File: config.mk
export PLATFORM = sky130hd
export DESIGN_NAME = apu_decimate_filter
export DESIGN_NICKNAME = d
export VERILOG_FILES = /design/src/rtl/apu_decimate_filter_pkg.sv /design/src/rtl/apu_decimate_filter_mac.sv /design/src/rtl/apu_decimate_filter.sv
export SDC_FILE = /design/constraint.sdc
export NUM_CORES = 1
export LEC_CHECK = 0
export ABC_AREA = 1
export ABC_CLOCK_PERIOD_IN_PS = 14900
export CELL_PAD_IN_SITES_DETAIL_PLACEMENT = 1
export CELL_PAD_IN_SITES_GLOBAL_PLACEMENT = 2
export CORE_MARGIN = 5
export CORE_UTILIZATION = 35
export DETAILED_ROUTE_END_ITERATION = 6
export GPL_ROUTABILITY_DRIVEN = 1
export GPL_TIMING_DRIVEN = 0
export PLACE_DENSITY = 0.71
export SYNTH_ARGS = -nofsm -noshare
export SYNTH_HDL_FRONTEND = slang
export SYNTH_SLANG_ARGS = --single-unit
File: constraint.sdc
create_clock -name clk -period 14.9 [get_ports clk]
set_input_delay 2.98 -clock clk [delete_from_list [all_inputs] [get_ports clk]]
set_output_delay 2.98 -clock clk [all_outputs]
set_load 0.01 [all_outputs]
File: src/rtl/apu_decimate_filter_pkg.sv
// Shared constants, FSM encoding and coefficient ROM for the 8:1 decimating FIR.
// The 33 taps are symmetric and sum to exactly 1024 (unity DC gain after the >>>10).
package apu_decimate_filter_pkg;

    localparam int APU_DECIM_NTAPS  = 33;
    localparam int APU_DECIM_RATIO  = 8;
    localparam int APU_DECIM_COEF_W = 10;
    localparam int APU_DECIM_RND_C  = 512;
    localparam int APU_DECIM_RND_SH = 10;
    localparam int BUF_DEPTH        = 64;
    localparam int PTR_W            = 6;

    typedef enum logic [1:0] {
        S_IDLE  = 2'd0,
        S_MAC   = 2'd1,
        S_ROUND = 2'd2
    } state_t;

    // Only the first half is stored; taps 17..32 mirror 15..0.
    function automatic logic signed [APU_DECIM_COEF_W-1:0] coef(input logic [5:0] k);
        logic [5:0] m;
        m = (k > 6'd16) ? 6'd32 - k : k;
        case (m)
            6'd0:    coef =  10'sd0;
            6'd1:    coef = -10'sd1;
            6'd2:    coef = -10'sd2;
            6'd3:    coef = -10'sd3;
            6'd4:    coef = -10'sd3;
            6'd5:    coef = -10'sd2;
            6'd6:    coef =  10'sd0;
            6'd7:    coef =  10'sd4;
            6'd8:    coef =  10'sd10;
            6'd9:    coef =  10'sd18;
            6'd10:   coef =  10'sd28;
            6'd11:   coef =  10'sd40;
            6'd12:   coef =  10'sd53;
            6'd13:   coef =  10'sd66;
            6'd14:   coef =  10'sd77;
            6'd15:   coef =  10'sd86;
            6'd16:   coef =  10'sd282;
            default: coef =  10'sd0;
        endcase
    endfunction

endpackage

File: src/rtl/apu_decimate_filter_mac.sv
// Time-multiplexed tap MAC: coefficient ROM, 16x10 multiply, 32-bit accumulator, rounding.
// Optional output clamp selected by APU_DECIMATE_SATURATE_EN.
module apu_decimate_mac
    import apu_decimate_filter_pkg::*;
#(
    parameter int COEF_W = APU_DECIM_COEF_W
) (
    input  logic        clk,
    input  logic        rst_n,
    input  logic        clr,
    input  logic        acc_en,
    input  logic [5:0]  tap,
    input  logic [15:0] sample,
    output logic [15:0] q_rnd
);

    logic signed [COEF_W-1:0] c;
    logic signed [15+COEF_W:0] prod;
    logic signed [31:0]        acc;
    logic signed [31:0]        rsum;

    assign c    = coef(tap);
    assign prod = $signed(sample) * c;

    always_ff @(posedge clk) begin
        if (!rst_n) begin
            acc <= '0;
        end else if (clr) begin
            acc <= '0;
        end else if (acc_en) begin
            acc <= acc + 32'(prod);
        end
    end

    assign rsum = acc + 32'(APU_DECIM_RND_C);

`ifdef APU_DECIMATE_SATURATE_EN
    logic signed [31:0] r;
    assign r = rsum >>> APU_DECIM_RND_SH;

    always_comb begin
        q_rnd = r[15:0];
        if (r > 32'sd32767)
            q_rnd = 16'h7fff;
        else if (r < -32'sd32768)
            q_rnd = 16'h8000;
    end
`else
    // Plain truncation: out-of-range results wrap.
    assign q_rnd = 16'(rsum >>> APU_DECIM_RND_SH);
`endif

endmodule

File: src/rtl/apu_decimate_filter.sv
// 33-tap anti-alias FIR with 8:1 decimation over a 64-entry sample ring.
// Build option: APU_DECIMATE_SATURATE_EN clamps the output instead of wrapping.
module apu_decimate_filter
    import apu_decimate_filter_pkg::*;
#(
    parameter int NTAPS  = APU_DECIM_NTAPS,
    parameter int DECIM  = APU_DECIM_RATIO,
    parameter int COEF_W = APU_DECIM_COEF_W
) (
    input  logic        clk,
    input  logic        rst_n,
    input  logic        en,
    input  logic [15:0] d,
    output logic [15:0] q,
    output logic        q_vld,
    output logic        ovr
);

    logic [15:0]      ring [BUF_DEPTH];
    logic [PTR_W-1:0] wp;
    logic [PTR_W-1:0] base;
    logic [PTR_W-1:0] rd_idx;
    logic [2:0]       phase;
    logic [5:0]       fill;
    logic [5:0]       tap;
    logic [15:0]      sample;
    logic [15:0]      q_rnd;
    logic             gc;
    logic             fill_ok;
    logic             start;
    logic             acc_clr;
    logic             acc_en;
    logic             rnd;
    state_t           state;
    state_t           state_nx;

    assign gc      = en && (phase == 3'(DECIM-1));
    assign fill_ok = (fill == 6'(NTAPS));
    assign start   = gc && fill_ok;

    // Taps walk backwards from the newest sample; later writes land past base.
    assign rd_idx  = base - 6'd1 - tap;
    assign sample  = ring[rd_idx];

    always_ff @(posedge clk) begin
        if (en)
            ring[wp] <= d;
    end

    always_ff @(posedge clk) begin
        if (!rst_n)
            state <= S_IDLE;
        else
            state <= state_nx;
    end

    always_comb begin
        state_nx = state;
        case (state)
            S_IDLE:  if (start) state_nx = S_MAC;
            S_MAC:   if (tap == 6'(NTAPS-1)) state_nx = S_ROUND;
            S_ROUND: state_nx = S_IDLE;
            default: state_nx = S_IDLE;
        endcase
    end

    always_comb begin
        acc_clr = 1'b0;
        acc_en  = 1'b0;
        rnd     = 1'b0;
        case (state)
            S_IDLE:  acc_clr = start;
            S_MAC:   acc_en  = 1'b1;
            S_ROUND: rnd     = 1'b1;
            default: ;
        endcase
    end

    always_ff @(posedge clk) begin
        if (!rst_n) begin
            wp    <= '0;
            base  <= '0;
            phase <= '0;
            fill  <= '0;
            tap   <= '0;
            q     <= '0;
            q_vld <= 1'b0;
            ovr   <= 1'b0;
        end else begin
            if (en) begin
                wp    <= wp + 6'd1;
                phase <= (phase == 3'(DECIM-1)) ? 3'd0 : phase + 3'd1;
                if (!fill_ok)
                    fill <= fill + 6'd1;
            end
            if (state == S_IDLE && start)
                base <= wp + 6'd1;
            tap   <= (state == S_MAC) ? tap + 6'd1 : 6'd0;
            q_vld <= rnd;
            if (rnd)
                q <= q_rnd;
            // A group landing while busy is dropped; the running MAC is untouched.
            if (gc && state != S_IDLE)
                ovr <= 1'b1;
        end
    end

    apu_decimate_mac #(
        .COEF_W (COEF_W)
    ) u_mac (
        .clk    (clk),
        .rst_n  (rst_n),
        .clr    (acc_clr),
        .acc_en (acc_en),
        .tap    (tap),
        .sample (sample),
        .q_rnd  (q_rnd)
    );

endmodule

Word level (Yosys, flattened, before mapping)
Memory sizes are Yosys's and may differ from the RTL's.
Cells that the tools add are included.
W data, S select, Z words.
{"block": "totals", "regBits": 79, "mem_bits_rw": 1024, "rom_bits": 320, "input_bits": 19, "output_inout_bits": 18, "elab_cells": 53, "memories": 2}
{"block": "classes", "add_sub_neg": 9, "mul": 1, "magnitude_cmp": 1, "eq_ne": 7, "mux": 11, "bitwise_logic": 2, "reduce_logical": 10}
{"memory": "ring", "words": 64, "width": 16, "rd": 1, "rd_clocked_by_memory_dff": 0, "wr": 1, "line_no": "apu_decimate_filter.sv:19", "text": "logic [15:0] ring [BUF_DEPTH];"}
{"memory": "(no name shown)", "words": 32, "width": 10, "rd": 1, "rd_clocked_by_memory_dff": 0, "wr": 0, "line_no": "apu_decimate_filter_pkg.sv:23", "text": "case (m)"}
{"operator": "$add A32 B26 Y32", "n": 1}
{"operator": "$add A26 B11 Y26 const B", "n": 1}
{"operator": "$mul A16 B10 Y26", "n": 1}
{"operator": "$add A6 B1 Y6 const B", "n": 3}
{"operator": "$eq A6 B6 Y1 const B", "n": 2}
{"operator": "$mux W10", "n": 1}
{"operator": "$gt A6 B5 Y1 const B", "n": 1}
{"operator": "$mux W6", "n": 1}
{"operator": "$reduce_and A2 Y1", "n": 3}
{"operator": "$sub A6 B1 Y6 const B", "n": 1}
{"operator": "$sub A6 B6 Y6", "n": 1}
{"operator": "$sub A6 B6 Y6 const A", "n": 1}
{"operator": "$mux W1", "n": 5}
{"operator": "$logic_and A1 B1 Y1", "n": 4}
{"operator": "$mux W2", "n": 2}
{"operator": "$ne A2 B2 Y1 const B", "n": 2}
{"operator": "$pmux W2 S2", "n": 1}
{"operator": "$add A3 B1 Y3 const B", "n": 1}
{"operator": "$eq A3 B3 Y1 const B", "n": 1}
{"operator": "$mux W3", "n": 1}
{"operator": "$eq A2 B1 Y1 const B", "n": 1}
{"operator": "$eq A2 B2 Y1 const B", "n": 1}
{"operator": "$logic_not A2 Y1", "n": 1}
{"operator": "$not A1 Y1", "n": 2}
{"operator": "other kinds (2)", "n": 2}

Longest topological paths before layout
Gate-level depths: netlist of the first run.
An unclocked memory read counts as a cell.
{"block": "logic_depth", "ltp_word": 6, "ltp_mapped": 39}

Hierarchy
Synthesis of the first run repeated with hierarchy kept, for this count alone.
{"block": "hier_totals", "hier_cells": 5626, "area_unflattened_um2": 55044.0}
{"module": "apu_decimate_filter", "instances": 1, "cells_each": 4561, "area_each_um2": 46732.3, "seq_area_each_um2": 31690.4}
{"module": "apu_decimate_mac", "instances": 1, "cells_each": 1065, "area_each_um2": 8311.7, "seq_area_each_um2": 520.5}

Worst setup path after synthesis of the first run
OpenSTA, ideal clock, no wires.
{"block": "synth_path", "path_kind": "reg-to-reg", "from": "reg tap[0]", "to": "reg u_mac.acc[15]", "t_arrival_ps": 6555, "required_time_ps": 14785, "setup_slack_ps": 8229, "stages_incl_launch_ff": 33, "cell_sequence": "dfxtp_1 inv_1 ha_1 fa_1 buf_2 buf_2 buf_1 nand3_1 nand3_1 nand3_1 a32oi_1 nand2_1 nand2_1 inv_2 nand2_1 fa_1 fa_1 fa_1 inv_1 fa_1 inv_1 fa_1 inv_1 ha_1 a21o_1 a21oi_1 o21bai_1 a21oi_1 o21bai_1 nand2_1 nand2_1 o21ai_0 inv_1"}
{"block": "synth_via", "elab_chain_cells": 6, "elab_cells_between_ends": 9, "classes_between": "add/sub: 3; mul: 1; order compare: 1; mux: 2; memory: 2"}
{"element": "start, declared", "line_no": "apu_decimate_filter.sv:25", "text": "logic [5:0] tap;"}
{"element": "start signal, assigned", "line_no": "apu_decimate_filter.sv:98", "text": "tap <= (state == S_MAC) ? tap + 6'd1 : 6'd0;"}
{"element": "$sub A6 B6 Y6 or $gt A6 B5 Y1 (tied branches)", "line_no": "apu_decimate_filter_pkg.sv:22", "text": "m = (k > 6'd16) ? 6'd32 - k : k;"}
{"element": "$mux W6", "line_no": "apu_decimate_filter_pkg.sv:22"}
{"element": "$mem_v2 Z32 W10"}
{"element": "$mux W10", "line_no": "apu_decimate_filter_pkg.sv:23"}
{"element": "$mul A16 B10 Y26 (*)", "line_no": "apu_decimate_filter_mac.sv:23", "text": "assign prod = $signed(sample) * c;"}
{"element": "$add A32 B26 Y32 (*)", "line_no": "apu_decimate_filter_mac.sv:31", "text": "acc <= acc + 32'(prod);"}
{"element": "end signal, assigned", "line_no": "apu_decimate_filter_mac.sv:31"}
{"element": "end, declared", "line_no": "apu_decimate_filter_mac.sv:19", "text": "logic signed [31:0] acc;"}
Mark *: on every way between the ends. The rest lies on a longest branch, timed or not.
A chain may end at the register's enable or synchronous reset.

Final worst setup path of the first run
Ends and elaborated chain as after synthesis.

==> flow_results.xml, run 1 <==
<?xml version="1.0" encoding="UTF-8"?>
<metrics>
  <group name="sta">
    <metric name="finalWorstPathRequiredPeriod" unit="ns">9.922</metric>
    <metric name="max_clock_freq" unit="MHz">100.8</metric>
    <metric name="setup_slack" unit="ns">4.978</metric>
    <metric name="timing.max_slew.rel_slack" unit="%">9.014</metric>
    <metric name="timing_hold_violations_final" unit="">0</metric>
    <metric name="setup_viol_count_final" unit="">0</metric>
    <metric name="drv_slew" unit="">0</metric>
    <metric name="final_min_period_over_clock_period" unit="%">66.59</metric>
    <metric name="timing_worst_slew_pin_value" unit="ns">1.365</metric>
    <metric name="timing.setup.tns" unit="ns">0</metric>
    <metric name="grt_setup_unrepaired" unit="">false</metric>
    <metric name="fin_skew" unit="ns">0.08400</metric>
  </group>
  <group name="clock_network">
    <metric name="holdBufCountCts" unit="">0</metric>
    <metric name="cts_tree" unit="">done</metric>
    <metric name="postCtsResizedCells" unit="">0</metric>
    <metric name="numClockSinks" unit="">1097</metric>
    <metric name="cts_htree_levels" unit="">3</metric>
    <metric name="clk_path_buf_depth" unit="">3</metric>
    <metric name="cts.clk_slew.worst_paths" unit="ns">0.06</metric>
    <metric name="cts_buffers" unit="">119</metric>
    <metric name="post_cts.repair.setup_buffers" unit="">0</metric>
    <metric name="clockRootBuffer" unit="">sky130_fd_sc_hd__clkbuf_16</metric>
    <metric name="worst_skew_pair.late_latency" unit="ns">0.79</metric>
  </group>
  <group name="power_and_ir_drop">
    <metric name="net_switching_component_of_the_power" unit="µW">1383</metric>
    <metric name="combinationalPowerShare" unit="%">1.7</metric>
    <metric name="pwr_density_cell" unit="nW/µm²">107.2</metric>
    <metric name="share_clk_of_total_power" unit="%">45.5</metric>
    <metric name="cell_internal_pwr" unit="µW">5031</metric>
    <metric name="power_frac_seq" unit="%">52.8</metric>
    <metric name="sw_frac_of_total" unit="%">21.56</metric>
    <metric name="power.ir.vdd_worst" unit="µV">96.43</metric>
    <metric name="lkg_pwr" unit="µW">0.02232</metric>
  </group>
  <group name="global_route">
    <metric name="grt_first_pass_wirelength" unit="mm">286.9</metric>
    <metric name="grt_max_degree" unit="">65</metric>
    <metric name="via_count_of_the_first_global_routing_pass" unit="">38500</metric>
    <metric name="grt_antenna_before_repair" unit="">10</metric>
    <metric name="globalRouteOverflowTotal" unit="">0</metric>
    <metric name="grt.total_usage" unit="%">25.83</metric>
  </group>
  <group name="layout">
    <metric name="final_layout_size_suffix_gt1_share" unit="%">9.922</metric>
    <metric name="top_library_cells_by_usage_in_the_layout_fill_and_taps_aside" unit="">sky130_fd_sc_hd__nand2_1, sky130_fd_sc_hd__edfxtp_1, sky130_fd_sc_hd__nand3_1</metric>
    <metric name="final_core_utilization" unit="%">40.99</metric>
    <metric name="fin_nets" unit="">5189</metric>
    <metric name="post_route_cell_area" unit="µm²">59810</metric>
    <metric name="nFillCells" unit="">15820</metric>
    <metric name="synthToLayoutAreaGrowth" unit="%">16.30</metric>
    <metric name="layoutNonFillerInstCount" unit="">6938</metric>
    <metric name="layout_commonest_cell" unit="">sky130_fd_sc_hd__nand2_1</metric>
  </group>
  <group name="critical_path">
    <metric name="criticalPathCategory" unit="">reg -&gt; reg</metric>
    <metric name="critPathMaxStageDelay" unit="ns">0.74</metric>
    <metric name="crit_required" unit="ns">15.50</metric>
    <metric name="worst_setup_path_start_kind" unit="">register</metric>
    <metric name="worstPathMaxFanout" unit="">10</metric>
    <metric name="critPathArrivalTime" unit="ns">10.52</metric>
    <metric name="critical_path.endpoint_type" unit="">register</metric>
    <metric name="cp_max_delay_cell" unit="">sky130_fd_sc_hd__a32oi_1</metric>
    <metric name="path_common_cell" unit="">sky130_fd_sc_hd__fa_1</metric>
  </group>
  <group name="placement">
    <metric name="place.gp.congestion" unit="">0.8748</metric>
    <metric name="io_buffers" unit="">36</metric>
    <metric name="post-place-cells" unit="">6720</metric>
    <metric name="pre_cts_ws" unit="ns">5.098</metric>
    <metric name="detailed_place_hpwl" unit="mm">145.9</metric>
    <metric name="post_dp_cell_area" unit="µm²">56050</metric>
  </group>
  <group name="logic_synthesis">
    <metric name="synth_top_family_by_area" unit="">simple AND/OR/NAND/NOR gates</metric>
    <metric name="syn_inst" unit="">4705</metric>
    <metric name="ys_types" unit="">49</metric>
    <metric name="synthesis.area" unit="µm²">51430</metric>
    <metric name="synth_simple_gate_area_share" unit="%">20.36</metric>
    <metric name="synth-seq-cells" unit="">1097</metric>
    <metric name="post_synthesis_mux_area_share" unit="%">0.03892</metric>
    <metric name="synth_async_sr_flop_share" unit="%">0</metric>
    <metric name="syn_nets" unit="">4970</metric>
    <metric name="post_synth_edffs" unit="">1024</metric>
    <metric name="postSynth.topFlopCell" unit="">sky130_fd_sc_hd__edfxtp_1</metric>
    <metric name="ys.warnings.count" unit="">0</metric>
    <metric name="synth_area_per_cell" unit="µm²">10.93</metric>
    <metric name="synth-xor-area-share" unit="%">0.6642</metric>
    <metric name="yosys.area_share.adder" unit="%">8.393</metric>
    <metric name="synth-seq-area-share" unit="%">62.63</metric>
    <metric name="synth_compound_area_share" unit="%">3.116</metric>
  </group>
  <group name="hold_path">
    <metric name="timing.hold.worst.class" unit="">reg -&gt; reg</metric>
  </group>
  <group name="die">
    <metric name="core" unit="µm²">145900</metric>
    <metric name="pin_count" unit="">37</metric>
    <metric name="die_x" unit="µm">393.3</metric>
    <metric name="initial_core_util" unit="%">35.25</metric>
    <metric name="fp.dieArea" unit="µm²">154700</metric>
    <metric name="die_height" unit="µm">393.3</metric>
    <metric name="fp-row-count" unit="">140</metric>
  </group>
  <group name="route">
    <metric name="routed_wl" unit="mm">204.2</metric>
    <metric name="drt_pre_antenna_iters" unit="">6</metric>
    <metric name="drt-initial-drc-count" unit="">4110</metric>
    <metric name="route.antenna.remaining_nets" unit="">0</metric>
    <metric name="routed_wire_length_per_instance" unit="µm">29.44</metric>
    <metric name="via_count" unit="">38290</metric>
    <metric name="detail_route.vias_per_cell" unit="">5.518</metric>
    <metric name="detail_route.drc_violations" unit="">0</metric>
  </group>
  <group name="outcome">
    <metric name="outcome" unit="">complete, no violations</metric>
  </group>
  <group name="run">
    <metric name="maxCapViolations" unit="">0</metric>
  </group>
</metrics>
-- Yosys cell counts (24+ instances only) --
master / count / area (µm²)
sky130_fd_sc_hd__ha_1: 81 / 1013
sky130_fd_sc_hd__nand3_1: 874 / 4374
sky130_fd_sc_hd__buf_1: 24 / 90.09
sky130_fd_sc_hd__o21ai_0: 98 / 490.5
sky130_fd_sc_hd__a31oi_1: 30 / 187.7
sky130_fd_sc_hd__clkbuf_1: 69 / 259.0
sky130_fd_sc_hd__buf_2: 137 / 685.7
sky130_fd_sc_hd__nand2_1: 1266 / 4752
sky130_fd_sc_hd__a32oi_1: 26 / 227.7
sky130_fd_sc_hd__edfxtp_1: 1024 / 30750
sky130_fd_sc_hd__nor2_1: 270 / 1013
sky130_fd_sc_hd__dfxtp_1: 73 / 1461
sky130_fd_sc_hd__a21oi_1: 68 / 340.3
sky130_fd_sc_hd__xor2_1: 27 / 236.5
sky130_fd_sc_hd__fa_1: 165 / 3303
sky130_fd_sc_hd__inv_1: 328 / 1231
-- cell type report --
| type | count | area [µm²] | share of cell area [%] |
|---|---|---|---|
| sequential | 1097 | 32210 | 53.85 |
| tap | 1917 | 2399 | 4.010 |
| clock buffer | 153 | 3126 | 5.226 |
| clock inverter | 63 | 636.9 | 1.065 |
| inverter | 349 | 1315 | 2.199 |
| antenna | 2 | 5.005 | 0.008367 |
| buffer | 244 | 1151 | 1.925 |
| timing repair buffer | 98 | 1753 | 2.931 |
| multi-input combinational | 3015 | 17220 | 28.78 |
-- state kept, by name, summed over array words and instances, names as in the netlist, 2 cells and up --
name       count
base           6
fill           6
phase          3
q             16
ring        1024
state          2
tap            6
u_mac.acc     26
wp             6
-- critical path, delay by kind of cell (launching register included) --
| family | cells | cell delay (ns) |
|---|---|---|
| AOI/OAI and AO/OA | 7 | 2.11 |
| adders and majority gates | 8 | 3.85 |
| buffers and inverters | 9 | 1.91 |
| and+or+nand+nor | 8 | 1.47 |
| DFF | 1 | 0.41 |
-- power groups by stage --
| stage | logic (µW) | registers [µW] | clock network [µW] |
|---|---|---|---|
| CTS | 108 | 3380 | 2950 |
| detailed placement | 108 | 3450 | 0 |
| floorplan | 19.1 | 3450 | 0 |
| global placement | 87.3 | 3460 | 0 |
| global route | 114 | 3380 | 3090 |
| finish | 109 | 3380 | 2920 |
-- stage by stage --
| stage | hold slack [ns] | total power, µW |
|---|---|---|
| global route | 0.4868 | 6586 |
| floorplan | 0.4217 | 3469 |
| CTS | 0.4574 | 6443 |
| global placement | 0.4368 | 3546 |
| detailed placement | 0.4443 | 3558 |
| finish | 0.4575 | 6414 |
-- logic make-up after synthesis --
kind of cell / count (synthesis)
flip-flops: 1097
adder cells (fa/ha/maj): 246
XOR/XNOR: 39
multiplexers: 2
buffers and inverters: 593
AND/OR/NAND/NOR: 2462
AO/OA/AOI/OAI: 266
-- final timing paths --
check	startpoint	to	slack (ns)	depth (start not counted)
setup / recovery	tap[0]	u_mac.acc[15]	4.98	32
hold / removal	fill[5]	fill[5]	0.46	1
hold reg to reg	fill[5]	fill[5]	0.46	1
setup reg to reg	tap[0]	u_mac.acc[15]	4.98	32
-- routing by layer --
layer / vias to the layer above / GRT usage (%) / routed length (µm)
li1: 16570 / - / -
met1: 19890 / 34.98 / 86590
met2: 1471 / 41.06 / 92610
met3: 344 / 4.981 / 15930
met4: 6 / 10.25 / 9048
met5: - / 0 / 42
No activity file was read; power rests on OpenSTA's default activity.
==> run 2: changes to the inputs <==
- ABC_CLOCK_PERIOD_IN_PS: 14900 -> 8100
- PLACE_DENSITY: 0.71 -> 0.73
- clock period: 14.9 -> 8.1 ns (I/O delays scaled with it)
==> run 2 against run 1 <==
Against the previous run: critical path depth is the same; clock skew rose by 0.0066 ns; worst hold slack improved by 0.0090 ns; critical path type unchanged; largest cell class unchanged.
==> flow_results.xml, run 2 (same netlist as run 1, synthesis figures left out) <==
<?xml version="1.0" encoding="UTF-8"?>
<metrics>
  <group name="outcome">
    <metric name="outcome" unit="">complete, no violations</metric>
  </group>
  <group name="critical_path">
    <metric name="path_common_cell" unit="">sky130_fd_sc_hd__fa_1</metric>
    <metric name="criticalPathCategory" unit="">reg -&gt; reg</metric>
    <metric name="timing.reg2reg.setup_slack" unit="ns">0.12</metric>
    <metric name="critPathArrivalTime" unit="ns">8.59</metric>
    <metric name="worst_setup_path_start_kind" unit="">register</metric>
    <metric name="worstPathMaxFanout" unit="">10</metric>
    <metric name="cp_max_delay_cell" unit="">sky130_fd_sc_hd__fa_2</metric>
    <metric name="crit_required" unit="ns">8.71</metric>
    <metric name="critical_path.reg2reg.startpoint" unit="">tap[0]</metric>
    <metric name="critical_path.endpoint_type" unit="">register</metric>
    <metric name="critPathMaxStageDelay" unit="ns">0.65</metric>
    <metric name="timing.critical_path.buf_inv" unit="">9</metric>
    <metric name="destination_of_the_worst_register_to_register_timing_path" unit="">u_mac.acc[18]</metric>
    <metric name="rr_worst_depth" unit="">32</metric>
    <metric name="crit_family" unit="">adder cells</metric>
  </group>
  <group name="die">
    <metric name="fp.dieArea" unit="µm²">154700</metric>
    <metric name="core" unit="µm²">145900</metric>
    <metric name="fp-row-count" unit="">140</metric>
    <metric name="pin_count" unit="">37</metric>
    <metric name="die_x" unit="µm">393.3</metric>
    <metric name="die_height" unit="µm">393.3</metric>
    <metric name="initial_core_util" unit="%">35.25</metric>
  </group>
  <group name="layout">
    <metric name="most_flops_register" unit="">ring</metric>
    <metric name="largest_register_ffs" unit="">1024</metric>
    <metric name="final_layout_size_suffix_gt1_share" unit="%">13.66</metric>
    <metric name="nFillCells" unit="">15740</metric>
    <metric name="layout_commonest_cell" unit="">sky130_fd_sc_hd__nand2_1</metric>
    <metric name="top_library_cells_by_usage_in_the_layout_fill_and_taps_aside" unit="">sky130_fd_sc_hd__nand2_1, sky130_fd_sc_hd__edfxtp_1, sky130_fd_sc_hd__nand3_1</metric>
    <metric name="synthToLayoutAreaGrowth" unit="%">18.99</metric>
    <metric name="fin_nets" unit="">5207</metric>
    <metric name="layout_top_registers" unit="">ring x1024, u_mac.acc x26, q x16</metric>
  </group>
  <group name="route">
    <metric name="detail_route.drc_violations" unit="">0</metric>
    <metric name="drt-initial-drc-count" unit="">4057</metric>
    <metric name="via_count" unit="">38660</metric>
    <metric name="routed_wire_length_per_instance" unit="µm">29.31</metric>
    <metric name="route.antenna.remaining_nets" unit="">0</metric>
    <metric name="routed_wl" unit="mm">204.1</metric>
    <metric name="drt_pre_antenna_iters" unit="">6</metric>
    <metric name="detail_route.vias_per_cell" unit="">5.550</metric>
  </group>
  <group name="sta">
    <metric name="setup_viol_count_final" unit="">0</metric>
    <metric name="drv_slew" unit="">0</metric>
    <metric name="timing_hold_violations_final" unit="">0</metric>
    <metric name="timing.max_slew.rel_slack" unit="%">29.72</metric>
    <metric name="max_clock_freq" unit="MHz">125.3</metric>
    <metric name="setup_slack" unit="ns">0.1193</metric>
    <metric name="finalWorstPathRequiredPeriod" unit="ns">7.981</metric>
    <metric name="grt_setup_unrepaired" unit="">true</metric>
    <metric name="final_min_period_over_clock_period" unit="%">98.53</metric>
    <metric name="fin_skew" unit="ns">0.09060</metric>
    <metric name="timing_worst_slew_pin_value" unit="ns">1.052</metric>
  </group>
  <group name="global_route">
    <metric name="grt_antenna_before_repair" unit="">7</metric>
    <metric name="grt_max_degree" unit="">65</metric>
    <metric name="grt.total_usage" unit="%">25.78</metric>
    <metric name="globalRouteOverflowTotal" unit="">0</metric>
    <metric name="via_count_of_the_first_global_routing_pass" unit="">39170</metric>
    <metric name="grt_first_pass_wirelength" unit="mm">287.5</metric>
  </group>
  <group name="hold_path">
    <metric name="min_path_cells" unit="">1</metric>
    <metric name="holdCritStartpoint" unit="">fill[5]</metric>
    <metric name="timing.hold.worst.class" unit="">reg -&gt; reg</metric>
    <metric name="hold-path-endpoint" unit="">fill[5]</metric>
  </group>
  <group name="power_and_ir_drop">
    <metric name="net_switching_component_of_the_power" unit="µW">2605</metric>
    <metric name="power_frac_seq" unit="%">52.0</metric>
    <metric name="pwr_density_cell" unit="nW/µm²">195.6</metric>
    <metric name="cell_internal_pwr" unit="µW">9364</metric>
    <metric name="power.ir.vdd_worst" unit="µV">197.5</metric>
    <metric name="combinationalPowerShare" unit="%">1.7</metric>
    <metric name="total_power" unit="µW">11970</metric>
    <metric name="share_clk_of_total_power" unit="%">46.3</metric>
    <metric name="sw_frac_of_total" unit="%">21.76</metric>
    <metric name="lkg_pwr" unit="µW">0.02279</metric>
  </group>
  <group name="clock_network">
    <metric name="clk_path_buf_depth" unit="">3</metric>
    <metric name="cts.clk_slew.worst_paths" unit="ns">0.06</metric>
    <metric name="worst_skew_pair.late_latency" unit="ns">0.80</metric>
    <metric name="numClockSinks" unit="">1097</metric>
    <metric name="clockRootBuffer" unit="">sky130_fd_sc_hd__clkbuf_16</metric>
    <metric name="cts_htree_levels" unit="">3</metric>
    <metric name="holdBufCountCts" unit="">0</metric>
    <metric name="cts_buffers" unit="">120</metric>
    <metric name="cts_tree" unit="">done</metric>
  </group>
  <group name="placement">
    <metric name="io_buffers" unit="">36</metric>
    <metric name="detailed_place_hpwl" unit="mm">146.2</metric>
    <metric name="pre_cts_ws" unit="ns">-1.681</metric>
    <metric name="place.gp.congestion" unit="">0.8807</metric>
  </group>
  <group name="run">
    <metric name="maxCapViolations" unit="">0</metric>
  </group>
</metrics>
-- run 2: how the worst max path moves through the flow --
stage / cells past startpoint / slack [ns] / start / endpoint
after floorplan: 32 / 1.43 / tap[0] / u_mac.acc[15]
after global placement: 32 / -1.68 / tap[0] / u_mac.acc[15]
after detailed placement: 32 / -1.68 / tap[0] / u_mac.acc[15]
after CTS: 37 / 0.01 / tap[0] / u_mac.acc[23]
after global routing: 36 / -0.07 / tap[0] / u_mac.acc[23]
final: 32 / 0.12 / tap[0] / u_mac.acc[18]
-- run 2: repair_timing --
item / CTS / global route
endpoints found under the hold margin: 0 / 0
gates resized for setup: 167 / 136
setup buffers: 4 / 6
setup endpoints to repair: 21 / 16
pin swaps: 12 / 12
-- run 2: area by class of cell --
class / instances / area [µm²] / area share (%)
multi-input cells: 3015 / 17810 / 29.10
flip-flops and latches: 1097 / 32210 / 52.64
clock inverters: 81 / 823.3 / 1.345
inverters: 349 / 1335 / 2.182
repair buffers: 115 / 2026 / 3.310
diodes: 5 / 12.51 / 0.02045
clock buffers: 142 / 3126 / 5.107
well taps: 1917 / 2399 / 3.920
plain buffers: 244 / 1454 / 2.376
-- run 2: power by group through the flow --
stage / combinational, µW / sequential (µW) / clock [µW]
after floorplan: 35.1 / 6350 / 0
after global placement: 159 / 6360 / 0
after detailed placement: 197 / 6350 / 0
after CTS: 198 / 6230 / 5600
after global routing: 208 / 6220 / 5840
final: 199 / 6230 / 5540
-- run 2: metal layers --
metal	GRT usage, %	routed length [µm]	vias to the layer above
met1	34.65	83860	19950
met4	10.43	10220	0
met3	4.282	16300	430
li1	-	-	16630
met5	0	0	-
met2	41.71	93740	1652
-- run 2: stage by stage --
step           instance area [µm²]  instances  TNS (ns)  util, %  hold slack (ns)
6_report                     61190       6965         0    41.94           0.4665
5_1_grt                      61180       6960   -0.1144    41.93           0.4913
4_1_cts                      60830       6954         0    41.69           0.4707
3_5_place_dp                 56220       6727    -25.02    38.53           0.4538
3_3_place_gp                 54190       6658    -24.39    37.14           0.4387
2_1_floorplan                51430       4705         0        -           0.4217
